===== config.mk =====
export PLATFORM = sky130hd
export DESIGN_NAME = ifetch_unit
export DESIGN_NICKNAME = d
export VERILOG_FILES = /design/src/rtl/ifetch_unit.sv
export SDC_FILE = /design/constraint.sdc
export NUM_CORES = 1
export LEC_CHECK = 0
export BUFFER_PORTS_ARGS = -buffer_cell sky130_fd_sc_hd__buf_2
export CORE_ASPECT_RATIO = 1.2
export CORE_MARGIN = 10
export CORE_UTILIZATION = 60
export DETAILED_ROUTE_END_ITERATION = 12
export GPL_TIMING_DRIVEN = 0
export PLACE_DENSITY = 0.93
export SETUP_SLACK_MARGIN = 0.3
export SYNTH_ARGS = -nofsm -noshare
export SYNTH_HDL_FRONTEND = slang
export SYNTH_SLANG_ARGS = --single-unit

===== constraint.sdc =====
create_clock -name clk -period 5.12 [get_ports clk]
set_input_delay 1.024 -clock clk [delete_from_list [all_inputs] [get_ports clk]]
set_output_delay 1.024 -clock clk [all_outputs]
set_load 0.005 [all_outputs]

===== src/rtl/ifetch_unit.sv =====
// rtl/ifetch_unit.sv - instruction prefetch unit with 2-entry buffer and redirect handling
module ifetch_unit #(
  parameter logic [15:0] RESET_PC = 16'h0000
) (
  input  logic        clk,
  input  logic        rst,
  output logic        mem_ready,
  output logic [15:0] mem_addr,
  input  logic [15:0] mem_dout,
  input  logic        mem_en_out,
  output logic [15:0] ins,
  output logic [15:0] ins_pc,
  output logic        ins_valid,
  input  logic        ins_ack,
  input  logic        redirect,
  input  logic [15:0] redirect_pc
);

  typedef enum logic [1:0] {IDLE = 2'd0, WAIT = 2'd1, DISCARD = 2'd2} state_t;

  state_t      state;
  logic [15:0] pc;
  logic [15:0] fifo_ins [2];
  logic [15:0] fifo_pc  [2];
  logic        head;
  logic [1:0]  count;
  logic        tail;
  logic        push;
  logic        pop;

  assign tail      = head ^ count[0];
  assign push      = (state == WAIT) && mem_en_out && !redirect;
  assign pop       = ins_ack && (count != 2'd0) && !redirect;
  assign ins       = fifo_ins[head];
  assign ins_pc    = fifo_pc[head];
  assign ins_valid = (count != 2'd0);

  always_ff @(posedge clk or negedge rst) begin
    if (!rst) begin
      state     <= IDLE;
      pc        <= RESET_PC;
      mem_ready <= 1'b0;
      mem_addr  <= RESET_PC;
      head      <= 1'b0;
      count     <= 2'd0;
      for (int i = 0; i < 2; i++) begin
        fifo_ins[i] <= '0;
        fifo_pc[i]  <= '0;
      end
    end else begin
      mem_ready <= 1'b0;
      if (redirect) begin
        // Flush wins over pop and over a same-cycle response; an in-flight
        // request still has to be drained before the next strobe.
        head  <= 1'b0;
        count <= 2'd0;
        pc    <= redirect_pc;
        case (state)
          WAIT:    state <= mem_en_out ? IDLE : DISCARD;
          DISCARD: if (mem_en_out) state <= IDLE;
          default: state <= IDLE;
        endcase
      end else begin
        if (push) begin
          fifo_ins[tail] <= mem_dout;
          fifo_pc[tail]  <= mem_addr;
        end
        if (pop) head <= ~head;
        count <= count + 2'(push) - 2'(pop);
        case (state)
          IDLE: begin
            if (count != 2'd2) begin
              mem_ready <= 1'b1;
              mem_addr  <= pc;
              state     <= WAIT;
            end
          end
          WAIT: begin
            if (mem_en_out) begin
              pc    <= mem_addr + 16'd1;
              state <= IDLE;
            end
          end
          DISCARD: if (mem_en_out) state <= IDLE;
          default: state <= IDLE;
        endcase
      end
    end
  end

endmodule


## Word level (Yosys, flattened, before mapping)

Cells that the tools add are included.

- Logic and storage cells: 65
- Input bits: 37
- Output and inout bits: 50
- Register bits: 102

- Reductions and logical operators: 15
- Add/sub/neg operators: 3
- Eq/ne operators: 4
- Bitwise operators: 5
- Magnitude comparators: 3
- Muxes and demuxes: 25

Operators by type and width:

| kind | number |
|---|---|
| 16-bit 2-to-1 mux | 10 |
| 32-bit bitwise mux | 2 |
| 16-bit by 1-bit adder with 16-bit output (second input constant) | 1 |
| 16-bit demux with 1-bit select | 1 |
| 2-bit 2-to-1 mux | 5 |
| 2-bit one-hot mux with 2 select lines | 2 |
| 2-bit nonzero test | 4 |
| 1-bit logical AND | 5 |
| 1-bit 2-to-1 mux | 5 |
| 2-bit >= comparator (second input constant) | 2 |
| 1-bit NOT with 2-bit output | 2 |
| 2-bit AND reduction | 2 |
| 3-bit inequality test (second input constant) | 1 |
| 3-bit AND reduction | 1 |
| 2-bit by 1-bit adder with 2-bit output | 1 |
| 2-bit by 1-bit equality test with 1-bit output (second input constant) | 1 |
| 2-bit equality test (second input constant) | 1 |
| 2-bit zero test | 1 |
| 2-bit by 1-bit < comparator with 1-bit output (second input constant) | 1 |
| 2-bit inequality test (second input constant) | 1 |
| 1-bit NOT | 2 |
| 2-bit OR reduction | 1 |
| 2-bit by 1-bit subtractor with 2-bit output | 1 |
| 1-bit zero test | 1 |
| 1-bit XOR | 1 |

## Longest topological paths before layout

Gate-level depths: netlist of run 1.

- Depth after elaboration: 7
- Depth in mapped cells: 10
- Depth with buffers taken out: 9

## Worst setup path before layout of run 1

No wires, ideal clock.

- Path kind: input to register
- From: input redirect
- To: register count[1]
- Library setup time: 0.121 ns
- Required time: 4.999 ns
- Buffers on the path: 3
- Arrival: 2.506 ns
- Slack: 2.493 ns
- Stages on the path: 10
- Cell sequence: clkbuf_1 -> buf_2 -> buf_2 -> nor2_1 -> ha_1 -> inv_1 -> ha_1 -> xor2_1 -> xnor2_1 -> nor2_1

- Cells in the longest elaborated chain, start to end: 5
- Elaborated cells on any way between the ends: 6
- Classes of those cells: add/sub: 2; mux: 1; reduce/logical: 3

Ends and longest elaborated chain:

| item | line | RTL |
|---|---|---|
| start: declaration | 15 | `input logic redirect,` |
| 1-bit zero test | 32, 33 |  |
| 1-bit logical AND | 32 | `assign push = (state == WAIT) && mem_en_out && !redirect;` |
| 2-bit by 1-bit adder with 2-bit output | 69 | `count <= count + 2'(push) - 2'(pop);` |
| 2-bit by 1-bit subtractor with 2-bit output | 69 |  |
| 2-bit 2-to-1 mux * | 52 | `if (redirect) begin` |
| end signal: assignment | 69 |  |
| end: declaration | 26 | `logic [1:0] count;` |

Mark *: on every way between the ends. The rest lies on a longest branch, timed or not.
A chain may end at the register's enable or synchronous reset.

## Final worst setup path of run 1

Ends and elaborated chain as after synthesis.

==> impl_metrics.sql, run 1 <==
INSERT INTO impl_metrics (metric_group, metric, value, unit) VALUES
('final_layout', 'post-route-cell-area', '5760', 'sq um'),
('yosys', 'postSynth.asyncResetShare', '1.00', ''),
('power_and_ir_drop', 'max-vdd-ir-drop', '0.212', 'mV'),
('power_and_ir_drop', 'pwr-share-seq', '0.487', ''),
('sta', 'fin_worst_skew', '0.0136', 'ns'),
('floorplanning', 'floorplan.die.height', '120', 'um'),
('setup_path', 'crit_start', 'redirect', ''),
('floorplanning', 'i_o_pins', '87', ''),
('grt', 'vias_in_the_first_global_route', '3591', ''),
('status', 'status', 'completed', ''),
('clocking', 'htreeDepth', '3', ''),
('final_layout', 'num-fill-cells', '543', ''),
('sta', 'timing_max_transition_violations_final', '0', ''),
('floorplanning', 'rows', '36', ''),
('yosys', 'mappedNetlistArea', '4960', 'sq um'),
('sta', 'postLayoutSetupSlackWorst', '2.29', 'ns'),
('sta', 'rsz0062_at_grt', 'no', ''),
('sta', 'setup_failing_eps_final', '0', ''),
('clocking', 'cts-root-buf', 'sky130_fd_sc_hd__clkbuf_8', ''),
('sta', 'setup_tns', '0', 'ns'),
('final_layout', 'layout-drive-gt1-share', '0.408', ''),
('routing', 'detail_route.first_pass.iterations', '5', ''),
('sta', 'final-hold-violation-count', '0', ''),
('sta', 'final_min_period_over_clock_period', '0.552', ''),
('yosys', 'synth_xor_area_frac', '0.0262', ''),
('sta', 'min_period', '2.83', 'ns'),
('yosys', 'muxShareOfSynthArea', '0.278', ''),
('job', 'max_cap_violations', '0', ''),
('setup_path', 'critPathMaxFanout', '10', ''),
('yosys', 'syn_nets', '418', ''),
('yosys', 'synth.distinct_cells', '43', ''),
('routing', 'm1WireLength', '4.65', 'mm'),
('setup_path', 'r2r_end', 'count[1]', ''),
('routing', 'routed_wire_length_on_met2', '5.73', 'mm'),
('clocking', 'clk_pin_slew_worst_paths', '0.08', 'ns'),
('power_and_ir_drop', 'p_leak', '2.80', 'nW'),
('floorplanning', 'floorplan.initialDensity', '0.612', ''),
('yosys', 'synth_top_family_by_area', 'multiplexers', ''),
('final_layout', 'insertedDiodeCount', '0', ''),
('worst_hold_path', 'worst_hold_startpoint', 'fifo_pc[6]', ''),
('routing', 'post_drt_wl_per_cell', '19.5', 'um'),
('setup_path', 'reg2regPathDepth', '10', ''),
('yosys', 'yosys.area_share.simple', '0.0923', ''),
('power_and_ir_drop', 'power', '0.00236', 'W'),
('setup_path', 'critical_path_required', '5.36', 'ns'),
('sta', 'max_slew.worst_pin.slew', '0.590', 'ns'),
('yosys', 'ys_seq_area_frac', '0.515', ''),
('power_and_ir_drop', 'power_per_cell_area', '410', 'nW/um^2'),
('final_layout', 'area_growth', '16.2', '%'),
('power_and_ir_drop', 'total_switching_power', '0.000667', 'W'),
('clocking', 'cts_tree', 'done', ''),
('yosys', 'synth-main-ff-cell', 'sky130_fd_sc_hd__dfrtp_1', ''),
('grt', 'grt_overflow', '0', ''),
('setup_path', 'endpoint_kind', 'register', ''),
('routing', 'drt-vias-per-instance', '5.74', ''),
('grt', 'groute.usage.overall', '0.185', ''),
('power_and_ir_drop', 'p_int', '0.00170', 'W'),
('clocking', 'cts.path.max_buffers', '2', ''),
('yosys', 'synth_edf_count', '0', ''),
('worst_hold_path', 'worst_hold_path.endpoint', 'fifo_pc[6]', ''),
('yosys', 'synth-compound-area-share', '0.0381', ''),
('floorplanning', 'placeableCoreArea', '8110', 'sq um'),
('place', 'gpl.final_weighted_congestion', '0.839', ''),
('routing', 'starting_drc_count_in_detailed_routing', '118', ''),
('clocking', 'post-cts-setup-buffer-count', '0', ''),
('clocking', 'ctsResizeCount', '0', ''),
('floorplanning', 'die-width', '103', 'um'),
('setup_path', 'worstSetupStartpointType', 'input pin', ''),
('floorplanning', 'dieArea', '12300', 'sq um'),
('routing', 'vias', '3277', ''),
('yosys', 'post_synth_fa_ha_maj_area_fraction', '0.0177', '');
-- cells in the mapped netlist (2+ instances only) --
master	count	area, sq um
sky130_fd_sc_hd__dfrtp_1	102	2550
sky130_fd_sc_hd__mux2_1	44	495
sky130_fd_sc_hd__mux2_2	34	383
sky130_fd_sc_hd__mux2_4	30	450
sky130_fd_sc_hd__nand2_1	26	97.6
sky130_fd_sc_hd__o21ai_0	10	50.1
sky130_fd_sc_hd__xnor2_1	10	87.6
sky130_fd_sc_hd__buf_2	9	45.0
sky130_fd_sc_hd__nor2_1	9	33.8
sky130_fd_sc_hd__a21oi_1	7	35.0
sky130_fd_sc_hd__ha_1	7	87.6
sky130_fd_sc_hd__inv_1	7	26.3
sky130_fd_sc_hd__nor3_1	6	30.0
sky130_fd_sc_hd__nor3b_1	6	45.0
sky130_fd_sc_hd__o21ai_1	6	30.0
sky130_fd_sc_hd__clkbuf_1	5	18.8
sky130_fd_sc_hd__mux2i_1	5	50.1
sky130_fd_sc_hd__buf_4	4	30.0
sky130_fd_sc_hd__buf_6	4	45.0
sky130_fd_sc_hd__nor2b_1	4	25.0
sky130_fd_sc_hd__nor4_2	4	50.1
sky130_fd_sc_hd__nand2b_1	3	18.8
sky130_fd_sc_hd__nand3_1	3	15.0
sky130_fd_sc_hd__nand3b_1	3	22.5
sky130_fd_sc_hd__o221ai_1	3	26.3
sky130_fd_sc_hd__xor2_1	3	26.3
sky130_fd_sc_hd__a211o_1	2	17.5
sky130_fd_sc_hd__nand4_2	2	25.0
sky130_fd_sc_hd__nor4b_1	2	17.5
-- stage by stage --
step	cells	hold slack, ns	utilization
2_1_floorplan	374	0.442	-
3_3_place_gp	555	0.457	0.680
3_5_place_dp	556	0.466	0.683
4_1_cts	571	0.486	0.711
5_1_grt	571	0.508	0.711
6_report	571	0.484	0.711
-- worst max-delay path, cell delays in order --
cell	delay, ns
sky130_fd_sc_hd__buf_2	0.10
sky130_fd_sc_hd__clkbuf_1	0.31
sky130_fd_sc_hd__buf_2	0.30
sky130_fd_sc_hd__buf_2	0.28
sky130_fd_sc_hd__nor2_1	0.10
sky130_fd_sc_hd__ha_1	0.32
sky130_fd_sc_hd__inv_1	0.07
sky130_fd_sc_hd__ha_1	0.15
sky130_fd_sc_hd__xor2_1	0.18
sky130_fd_sc_hd__xnor2_1	0.16
sky130_fd_sc_hd__nor2_1	0.06
-- flip-flops by register name, indices dropped and copies added (netlist names) --
register   count
fifo_ins      32
fifo_pc       32
mem_addr      16
pc            16
count          2
state          2
head           1
mem_ready      1
-- area by class of cell --
type | instances | area (sq um) | share of cell area
Clock inverter | 3 | 67.6 | 0.0117
Inverter | 7 | 26.3 | 0.00456
Sequential cell | 102 | 2550 | 0.443
Multi-Input combinational cell | 243 | 2240 | 0.389
Tap cell | 95 | 119 | 0.0206
Timing Repair Buffer | 87 | 460 | 0.0799
Buffer | 22 | 139 | 0.0241
Clock buffer | 12 | 155 | 0.0269
-- cells by family after synthesis --
kind of cell    count (synthesis)
compound gates                 32
xor+xnor                       14
mux                           113
flops                         102
buf+inv                        29
fa+ha+maj                       7
simple gates                   77
-- cell usage in the layout (no fill, tap or decap), drive strengths merged, types with 4 or more instances in the layout --
| cell type | synthesis | routed |
|---|---|---|
| mux2 | 108 | 108 |
| buf | 17 | 104 |
| dfrtp | 102 | 102 |
| nand2 | 26 | 26 |
| clkbuf | 5 | 17 |
| o21ai | 16 | 16 |
| xnor2 | 11 | 11 |
| nor2 | 10 | 10 |
| inv | 7 | 7 |
| a21oi | 7 | 7 |
| ha | 7 | 7 |
| nor3b | 7 | 7 |
| nor3 | 6 | 6 |
| mux2i | 5 | 5 |
| nor4 | 5 | 5 |
| nand3 | 5 | 5 |
| nor2b | 4 | 4 |
-- worst max path at each step --
stage	cells after the start	slack, ns	endpoint
6_report	11	2.29	count[1]
5_1_grt	11	2.13	count[1]
4_1_cts	11	2.31	count[1]
3_5_place_dp	11	1.99	count[1]
3_3_place_gp	1	2.05	pc[0]
2_1_floorplan	10	2.49	count[1]
-- routing by layer --
layer  vias up  GRT usage
li1       1511          -
met1      1669      0.223
met2        86      0.316
met3        11     0.0442
met4         0     0.0575
met5         -          0
-- power groups by stage --
stage	clock network [W]	logic (W)	registers, W
6_report	0.000561	0.000651	0.00115
5_1_grt	0.000603	0.000713	0.00118
4_1_cts	0.000571	0.000665	0.00115
3_5_place_dp	0	0.000661	0.00116
3_3_place_gp	0	0.000639	0.00114
2_1_floorplan	0	0.000420	0.00112
(Power assumes the default switching activity.)
==> run 2: changes to the inputs <==
--- a/config.mk
+++ b/config.mk
@@ -8,10 +8,10 @@
 export BUFFER_PORTS_ARGS = -buffer_cell sky130_fd_sc_hd__buf_2
 export CORE_ASPECT_RATIO = 1.2
 export CORE_MARGIN = 10
-export CORE_UTILIZATION = 60
+export CORE_UTILIZATION = 51
 export DETAILED_ROUTE_END_ITERATION = 12
 export GPL_TIMING_DRIVEN = 0
-export PLACE_DENSITY = 0.93
+export PLACE_DENSITY = 0.85
 export SETUP_SLACK_MARGIN = 0.3
 export SYNTH_ARGS = -nofsm -noshare
 export SYNTH_HDL_FRONTEND = slang
==> constraint.sdc (replaced) <==
create_clock -name clk -period 2.4 [get_ports clk]
set_input_delay 0.48 -clock clk [delete_from_list [all_inputs] [get_ports clk]]
set_output_delay 0.48 -clock clk [all_outputs]
set_load 0.005 [all_outputs]
==> run 2 against run 1 <==
  * Sequential share of layout area is 1.0 points lower
  * Design area is 2.4% higher
  * Global-route usage is 1.9 points lower
==> impl_metrics.sql, run 2 (same netlist as run 1, synthesis figures left out) <==
INSERT INTO impl_metrics (metric_group, metric, value, unit) VALUES
('place', 'postPlaceCellArea', '5580', 'sq um'),
('floorplanning', 'floorplan.initialDensity', '0.521', ''),
('power_and_ir_drop', 'p_leak', '2.84', 'nW'),
('power_and_ir_drop', 'max-vdd-ir-drop', '0.473', 'mV'),
('floorplanning', 'dieArea', '14100', 'sq um'),
('clocking', 'cts.path.max_buffers', '2', ''),
('grt', 'groute.usage.overall', '0.166', ''),
('setup_path', 'critical_path_required', '1.92', 'ns'),
('sta', 'fin_worst_skew', '0.0104', 'ns'),
('grt', 'vias_in_the_first_global_route', '3593', ''),
('status', 'status', 'completed', ''),
('floorplanning', 'placeableCoreArea', '9520', 'sq um'),
('grt', 'grt_overflow', '0', ''),
('sta', 'final_min_period_over_clock_period', '0.850', ''),
('grt', 'initial_antenna_violation_count', '0', ''),
('routing', 'vias', '3320', ''),
('final_layout', 'nets', '517', ''),
('clocking', 'cts_tree', 'done', ''),
('setup_path', 'r2r_start', 'state[1]', ''),
('sta', 'slew_headroom', '0.598', ''),
('final_layout', 'post-route-cell-area', '5900', 'sq um'),
('setup_path', 'critPathMaxFanout', '10', ''),
('clocking', 'clkLatencyLatePin', '0.34', 'ns'),
('routing', 'starting_drc_count_in_detailed_routing', '182', ''),
('clocking', 'tritoncts_num_sinks', '102', ''),
('routing', 'wirelength', '11.4', 'mm'),
('setup_path', 'worstPathArrival', '1.56', 'ns'),
('sta', 'timing_max_transition_violations_final', '0', ''),
('place', 'buffer_ports.inserted', '86', ''),
('place', 'gpl.final_weighted_congestion', '0.858', ''),
('floorplanning', 'floorplan.die.height', '128', 'um'),
('setup_path', 'critPathKind', 'reg2out', ''),
('place', 'place.detailed.hpwl', '8.42', 'mm'),
('clocking', 'htreeDepth', '3', ''),
('grt', 'global_route_wire_length_before_repair', '18.5', 'mm'),
('routing', 'drc', '0', ''),
('sta', 'max_slew.worst_pin.slew', '0.603', 'ns'),
('routing', 'detail_route.first_pass.iterations', '4', ''),
('sta', 'fmaxAchievable', '490', 'MHz'),
('routing', 'ant_nets', '0', ''),
('final_layout', 'fin_util', '0.620', ''),
('floorplanning', 'rows', '39', ''),
('power_and_ir_drop', 'power', '0.00526', 'W'),
('clocking', 'cts_hold_buffers', '0', ''),
('sta', 'setup_failing_eps_final', '0', ''),
('setup_path', 'r2r_end', 'count[1]', ''),
('power_and_ir_drop', 'power_per_cell_area', '892', 'nW/um^2'),
('job', 'max_cap_violations', '0', ''),
('floorplanning', 'i_o_pins', '87', ''),
('final_layout', 'final_common_cell', 'sky130_fd_sc_hd__dfrtp_1', ''),
('final_layout', 'final_cell_mix', 'sky130_fd_sc_hd__dfrtp_1 (102), sky130_fd_sc_hd__buf_2 (89), sky130_fd_sc_hd__mux2_1 (44), sky130_fd_sc_hd__mux2_2 (34), sky130_fd_sc_hd__mux2_4 (30)', ''),
('final_layout', 'layout_top_registers', 'fifo_ins (32), fifo_pc (32)', ''),
('routing', 'post_drt_wl_per_cell', '19.0', 'um'),
('sta', 'min_period', '2.04', 'ns'),
('sta', 'rsz0062_at_grt', 'yes', ''),
('clocking', 'cts-root-buf', 'sky130_fd_sc_hd__clkbuf_16', ''),
('routing', 'drt-vias-per-instance', '5.52', ''),
('sta', 'hold-worst-slack', '0.145', 'ns'),
('setup_path', 'crit_start', 'head', ''),
('clocking', 'clk_pin_slew_worst_paths', '0.07', 'ns'),
('grt', 'pin_count_of_the_biggest_net_entering_global_routing', '59', ''),
('setup_path', 'reg2regPathDepth', '10', ''),
('final_layout', 'area_growth', '18.9', '%'),
('worst_hold_path', 'min-delay-path-class', 'in2async', ''),
('setup_path', 'regToRegSetupSlack', '0.39', 'ns'),
('sta', 'final-hold-violation-count', '0', ''),
('setup_path', 'endpoint_kind', 'output port', ''),
('final_layout', 'layout-drive-gt1-share', '0.418', ''),
('final_layout', 'insertedDiodeCount', '0', ''),
('floorplanning', 'die-width', '110', 'um'),
('setup_path', 'worstSetupStartpointType', 'register', ''),
('clocking', 'cts_made_buffers', '9', '');
[run 2: cell types whose count changed in the layout (fill, tap and decap cells not counted), moves of 2 or more]
cell / change
sky130_fd_sc_hd__buf_2: -5
sky130_fd_sc_hd__clkbuf_16: +9
sky130_fd_sc_hd__clkbuf_4: +2
sky130_fd_sc_hd__buf_4: +5
sky130_fd_sc_hd__bufinv_16: -2
sky130_fd_sc_hd__clkbuf_8: -11
sky130_fd_sc_hd__inv_6: +4
sky130_fd_sc_hd__clkbuf_1: -3
[run 2: worst max path at each step]
stage | to | cells after the start
2_1_floorplan | count[1] | 10
3_3_place_gp | state[0] | 1
3_5_place_dp | count[1] | 11
4_1_cts | ins_pc[6] | 4
5_1_grt | count[1] | 10
6_report | ins_pc[4] | 4
[run 2: where the power goes]
group,internal [W],switching [W]
sequential,0.00213,0.000317
clock,0.000728,0.000687
combinational,0.000855,0.000541
total,0.00372,0.00155
[run 2: worst max-delay path, cell delays in order, from the launching register on]
cell	delay, ns
sky130_fd_sc_hd__dfrtp_1	0.33
sky130_fd_sc_hd__buf_4	0.17
sky130_fd_sc_hd__buf_4	0.22
sky130_fd_sc_hd__mux2_2	0.36
sky130_fd_sc_hd__buf_2	0.14
[run 2: stage by stage]
stage / setup TNS [ns] / setup slack, ns / instances
finish: 0 / 0.361 / 601
global route: 0 / 0.287 / 601
CTS: 0 / 0.334 / 601
detailed placement: -0.154 / -0.154 / 584
global placement: -13.72 / -0.138 / 583
floorplan: 0 / 0.317 / 374
[run 2: cell type report]
type	count	area [sq um]
clock inverter	7	62.6
timing repair buffer	88	468
tap	123	154
buffer	22	156
multi-input combinational	243	2260
fill	723	3610
sequential	102	2550
clock buffer	9	225
inverter	7	26.3
[run 2: per-layer routing]
layer / global-route usage / routed length [um]
met2: 0.283 / 5860
met5: 0 / 0
met1: 0.200 / 4690
met4: 0.0529 / 76
met3: 0.0382 / 773
[run 2: repair_timing]
action / 4_1_cts / 5_1_grt
resized for setup: 6 / 5
setup buffers: 1 / 0
endpoints found under the hold margin: 0 / 0
pin swaps: 1 / 0
endpoints found under the setup margin: 31 / 13
==> run 3: changes to the inputs <==
==> constraint.sdc (replaced) <==
create_clock -name clk -period 1.8 [get_ports clk]
set_input_delay 0.36 -clock clk [delete_from_list [all_inputs] [get_ports clk]]
set_output_delay 0.36 -clock clk [all_outputs]
set_load 0.005 [all_outputs]
==> run 3 against run 2 <==
  * The run now ends with negative setup slack left
  * Register-to-register slack worse by 0.45 ns
  * Routed wire length is 37% higher
  * Die area stayed put
  * Critical path depth is 6 higher
  * Count of clock-buffer cells in the layout is 3 higher
  * Flip-flop and latch count stayed put
  * Critical path type is now reg2reg
  * Largest cell class is now multi-input combinational cells
==> impl_metrics.sql, run 3 (same netlist as run 1, synthesis figures left out) <==
INSERT INTO impl_metrics (metric_group, metric, value, unit) VALUES
('grt', 'gr-usage-met3', '0.0503', ''),
('floorplanning', 'floorplan.initialDensity', '0.521', ''),
('final_layout', 'sequential_cell_area', '2570', 'sq um'),
('setup_path', 'regToRegSetupSlack', '-0.06', 'ns'),
('setup_path', 'r2r_end', 'count[1]', ''),
('sta', 'fmaxAchievable', '537', 'MHz'),
('sta', 'final_min_period_over_clock_period', '1.04', ''),
('floorplanning', 'placeableCoreArea', '9520', 'sq um'),
('final_layout', 'area_growth', '49.6', '%'),
('clocking', 'tritoncts_num_sinks', '102', ''),
('grt', 'grt_util_met2', '0.339', ''),
('routing', 'ant_nets', '0', ''),
('final_layout', 'layout_top_registers', 'fifo_ins (32), fifo_pc (32)', ''),
('setup_path', 'r2r_start', 'state[1]', ''),
('sta', 'setup_tns', '-1.40', 'ns'),
('power_and_ir_drop', 'p_leak', '3.52', 'nW'),
('floorplanning', 'die-width', '110', 'um'),
('clocking', 'clk_pin_slew_worst_paths', '0.07', 'ns'),
('job', 'max_cap_violations', '0', ''),
('setup_path', 'capturing_instance_or_port_of_the_critical_path', 'count[1]', ''),
('grt', 'grt_overflow', '0', ''),
('grt', 'pin_count_of_the_biggest_net_entering_global_routing', '76', ''),
('grt', 'global_route_wire_length_before_repair', '21.9', 'mm'),
('final_layout', 'layout-drive-gt1-share', '0.626', ''),
('floorplanning', 'rows', '39', ''),
('routing', 'wirelength', '15.6', 'mm'),
('grt', 'vias_in_the_first_global_route', '4051', ''),
('routing', 'starting_drc_count_in_detailed_routing', '399', ''),
('routing', 'drc', '0', ''),
('floorplanning', 'dieArea', '14100', 'sq um'),
('power_and_ir_drop', 'power_per_cell_area', '1120', 'nW/um^2'),
('place', 'post-place-cells', '584', ''),
('final_layout', 'final_cell_mix', 'sky130_fd_sc_hd__mux2_4 (90), sky130_fd_sc_hd__dfrtp_1 (88), sky130_fd_sc_hd__buf_2 (64), sky130_fd_sc_hd__buf_6 (42), sky130_fd_sc_hd__buf_4 (41)', ''),
('final_layout', 'insertedDiodeCount', '0', ''),
('clocking', 'clkLatencyLatePin', '0.35', 'ns'),
('floorplanning', 'floorplan.die.height', '128', 'um'),
('sta', 'slew_headroom', '0.595', ''),
('place', 'place.detailed.hpwl', '8.29', 'mm'),
('final_layout', 'post-route-cell-area', '7420', 'sq um'),
('final_layout', 'final_common_cell', 'sky130_fd_sc_hd__mux2_4', ''),
('status', 'status', 'finished with violations', ''),
('power_and_ir_drop', 'max-vdd-ir-drop', '0.586', 'mV'),
('clocking', 'cts_tree', 'done', ''),
('setup_path', 'critPathKind', 'reg2reg', ''),
('final_layout', 'nets', '585', ''),
('place', 'buffer_ports.inserted', '86', ''),
('place', 'gpl.final_weighted_congestion', '0.838', ''),
('clocking', 'htreeDepth', '3', ''),
('final_layout', 'multi_input_comb_area', '2720', 'sq um'),
('sta', 'min_period', '1.86', 'ns'),
('floorplanning', 'i_o_pins', '87', ''),
('sta', 'postLayoutSetupSlackWorst', '-0.0631', 'ns'),
('routing', 'detail_route.first_pass.iterations', '4', ''),
('grt', 'top_usage_layer', 'met2', ''),
('sta', 'fin_worst_skew', '0.00834', 'ns'),
('sta', 'rsz0062_at_grt', 'yes', ''),
('clocking', 'cts_made_buffers', '9', ''),
('grt', 'groute.usage.overall', '0.201', ''),
('clocking', 'cts.path.max_buffers', '2', ''),
('setup_path', 'crit_start', 'state[1]', ''),
('worst_hold_path', 'min-delay-path-class', 'in2reg', ''),
('setup_path', 'endpoint_kind', 'register', ''),
('setup_path', 'reg2regPathDepth', '10', ''),
('status', 'failed_checks', 'negative setup slack', ''),
('sta', 'setup_failing_eps_final', '71', ''),
('final_layout', 'num-fill-cells', '502', ''),
('routing', 'vias', '3791', ''),
('setup_path', 'critical_path_required', '2.04', 'ns'),
('final_layout', 'finish.cell_count_without_fillers', '669', ''),
('setup_path', 'worstPathArrival', '2.10', 'ns'),
('grt', 'initial_antenna_violation_count', '0', ''),
('clocking', 'cts-root-buf', 'sky130_fd_sc_hd__clkbuf_16', ''),
('setup_path', 'critPathMaxFanout', '4', ''),
('power_and_ir_drop', 'power', '0.00834', 'W'),
('routing', 'post_drt_wl_per_cell', '23.3', 'um'),
('sta', 'timing_max_transition_violations_final', '0', ''),
('setup_path', 'worstSetupStartpointType', 'register', ''),
('sta', 'max_slew.worst_pin.slew', '0.608', 'ns'),
('sta', 'final-hold-violation-count', '0', ''),
('place', 'postPlaceCellArea', '5670', 'sq um'),
('routing', 'drt-vias-per-instance', '5.67', ''),
('grt', 'grtUsageMet1', '0.231', '');
[run 3: cell types whose count changed in the layout (fill, tap and decap cells not counted), sizes merged]
cell / before / now
clkinvlp: 1 / 0
inv: 12 / 7
bufinv: 0 / 1
clkinv: 1 / 3
buf: 104 / 170
nand3: 5 / 6
clkbuf: 15 / 18
dlygate4sd3: 0 / 1
[run 3: routing by layer]
layer  part of all wire  wire length [um]
met1               0.37              5840
met3              0.064              1000
met5                  0                 0
met4              0.035               547
met2               0.53              8220
[run 3: worst min path at each step]
stage | start | endpoint | cells past startpoint
4_1_cts | redirect_pc[3] | pc[3] | 3
6_report | redirect_pc[3] | pc[3] | 3
5_1_grt | redirect_pc[3] | pc[3] | 3
2_1_floorplan | rst | count[0] | 0
3_5_place_dp | rst | fifo_ins[14] | 1
3_3_place_gp | pc[15] | mem_addr[15] | 2
[run 3: area by class of cell]
class,instances,area share
inverter,7,0.00354
timing repair buffer,155,0.183
multi-input combinational,244,0.366
clock buffer,12,0.0346
clock inverter,4,0.00607
sequential,102,0.346
tap,123,0.0207
buffer,22,0.0400
[run 3: metrics by stage]
stage          hold WS, ns  setup slack, ns  utilization
2_1_floorplan       0.0644         -0.00822            -
3_3_place_gp         0.459           -0.808        0.593
5_1_grt              0.237           -0.123        0.780
4_1_cts              0.227          -0.0219        0.723
6_report             0.228          -0.0631        0.780
3_5_place_dp         0.311           -0.316        0.596
[run 3: critical path, cell delays in order, from the launching register on]
cell                       delay, ns
sky130_fd_sc_hd__dfrtp_1        0.39
sky130_fd_sc_hd__inv_2          0.09
sky130_fd_sc_hd__ha_4           0.15
sky130_fd_sc_hd__nand3b_1       0.14
sky130_fd_sc_hd__clkbuf_8       0.19
sky130_fd_sc_hd__ha_4           0.25
sky130_fd_sc_hd__inv_2          0.04
sky130_fd_sc_hd__ha_4           0.14
sky130_fd_sc_hd__xor2_1         0.14
sky130_fd_sc_hd__xnor2_1        0.16
sky130_fd_sc_hd__nor2_1         0.06
[run 3: where the power goes]
part	total (W)	leakage, nW	internal [W]	switching [W]
Clock	0.00203	0.152	0.00115	0.000881
Combinational	0.00298	2.08	0.00193	0.00105
Sequential	0.00332	1.29	0.00286	0.000463
Total	0.00834	3.52	0.00594	0.00240
[run 3: what timing repair did]
action	4_1_cts	5_1_grt
setup buffers	29	31
hold buffers	1	0
endpoints found under the hold margin	27	0
gates cloned	5	3
gates resized for setup	128	66
setup endpoints to repair	130	129
pin swaps	7	14
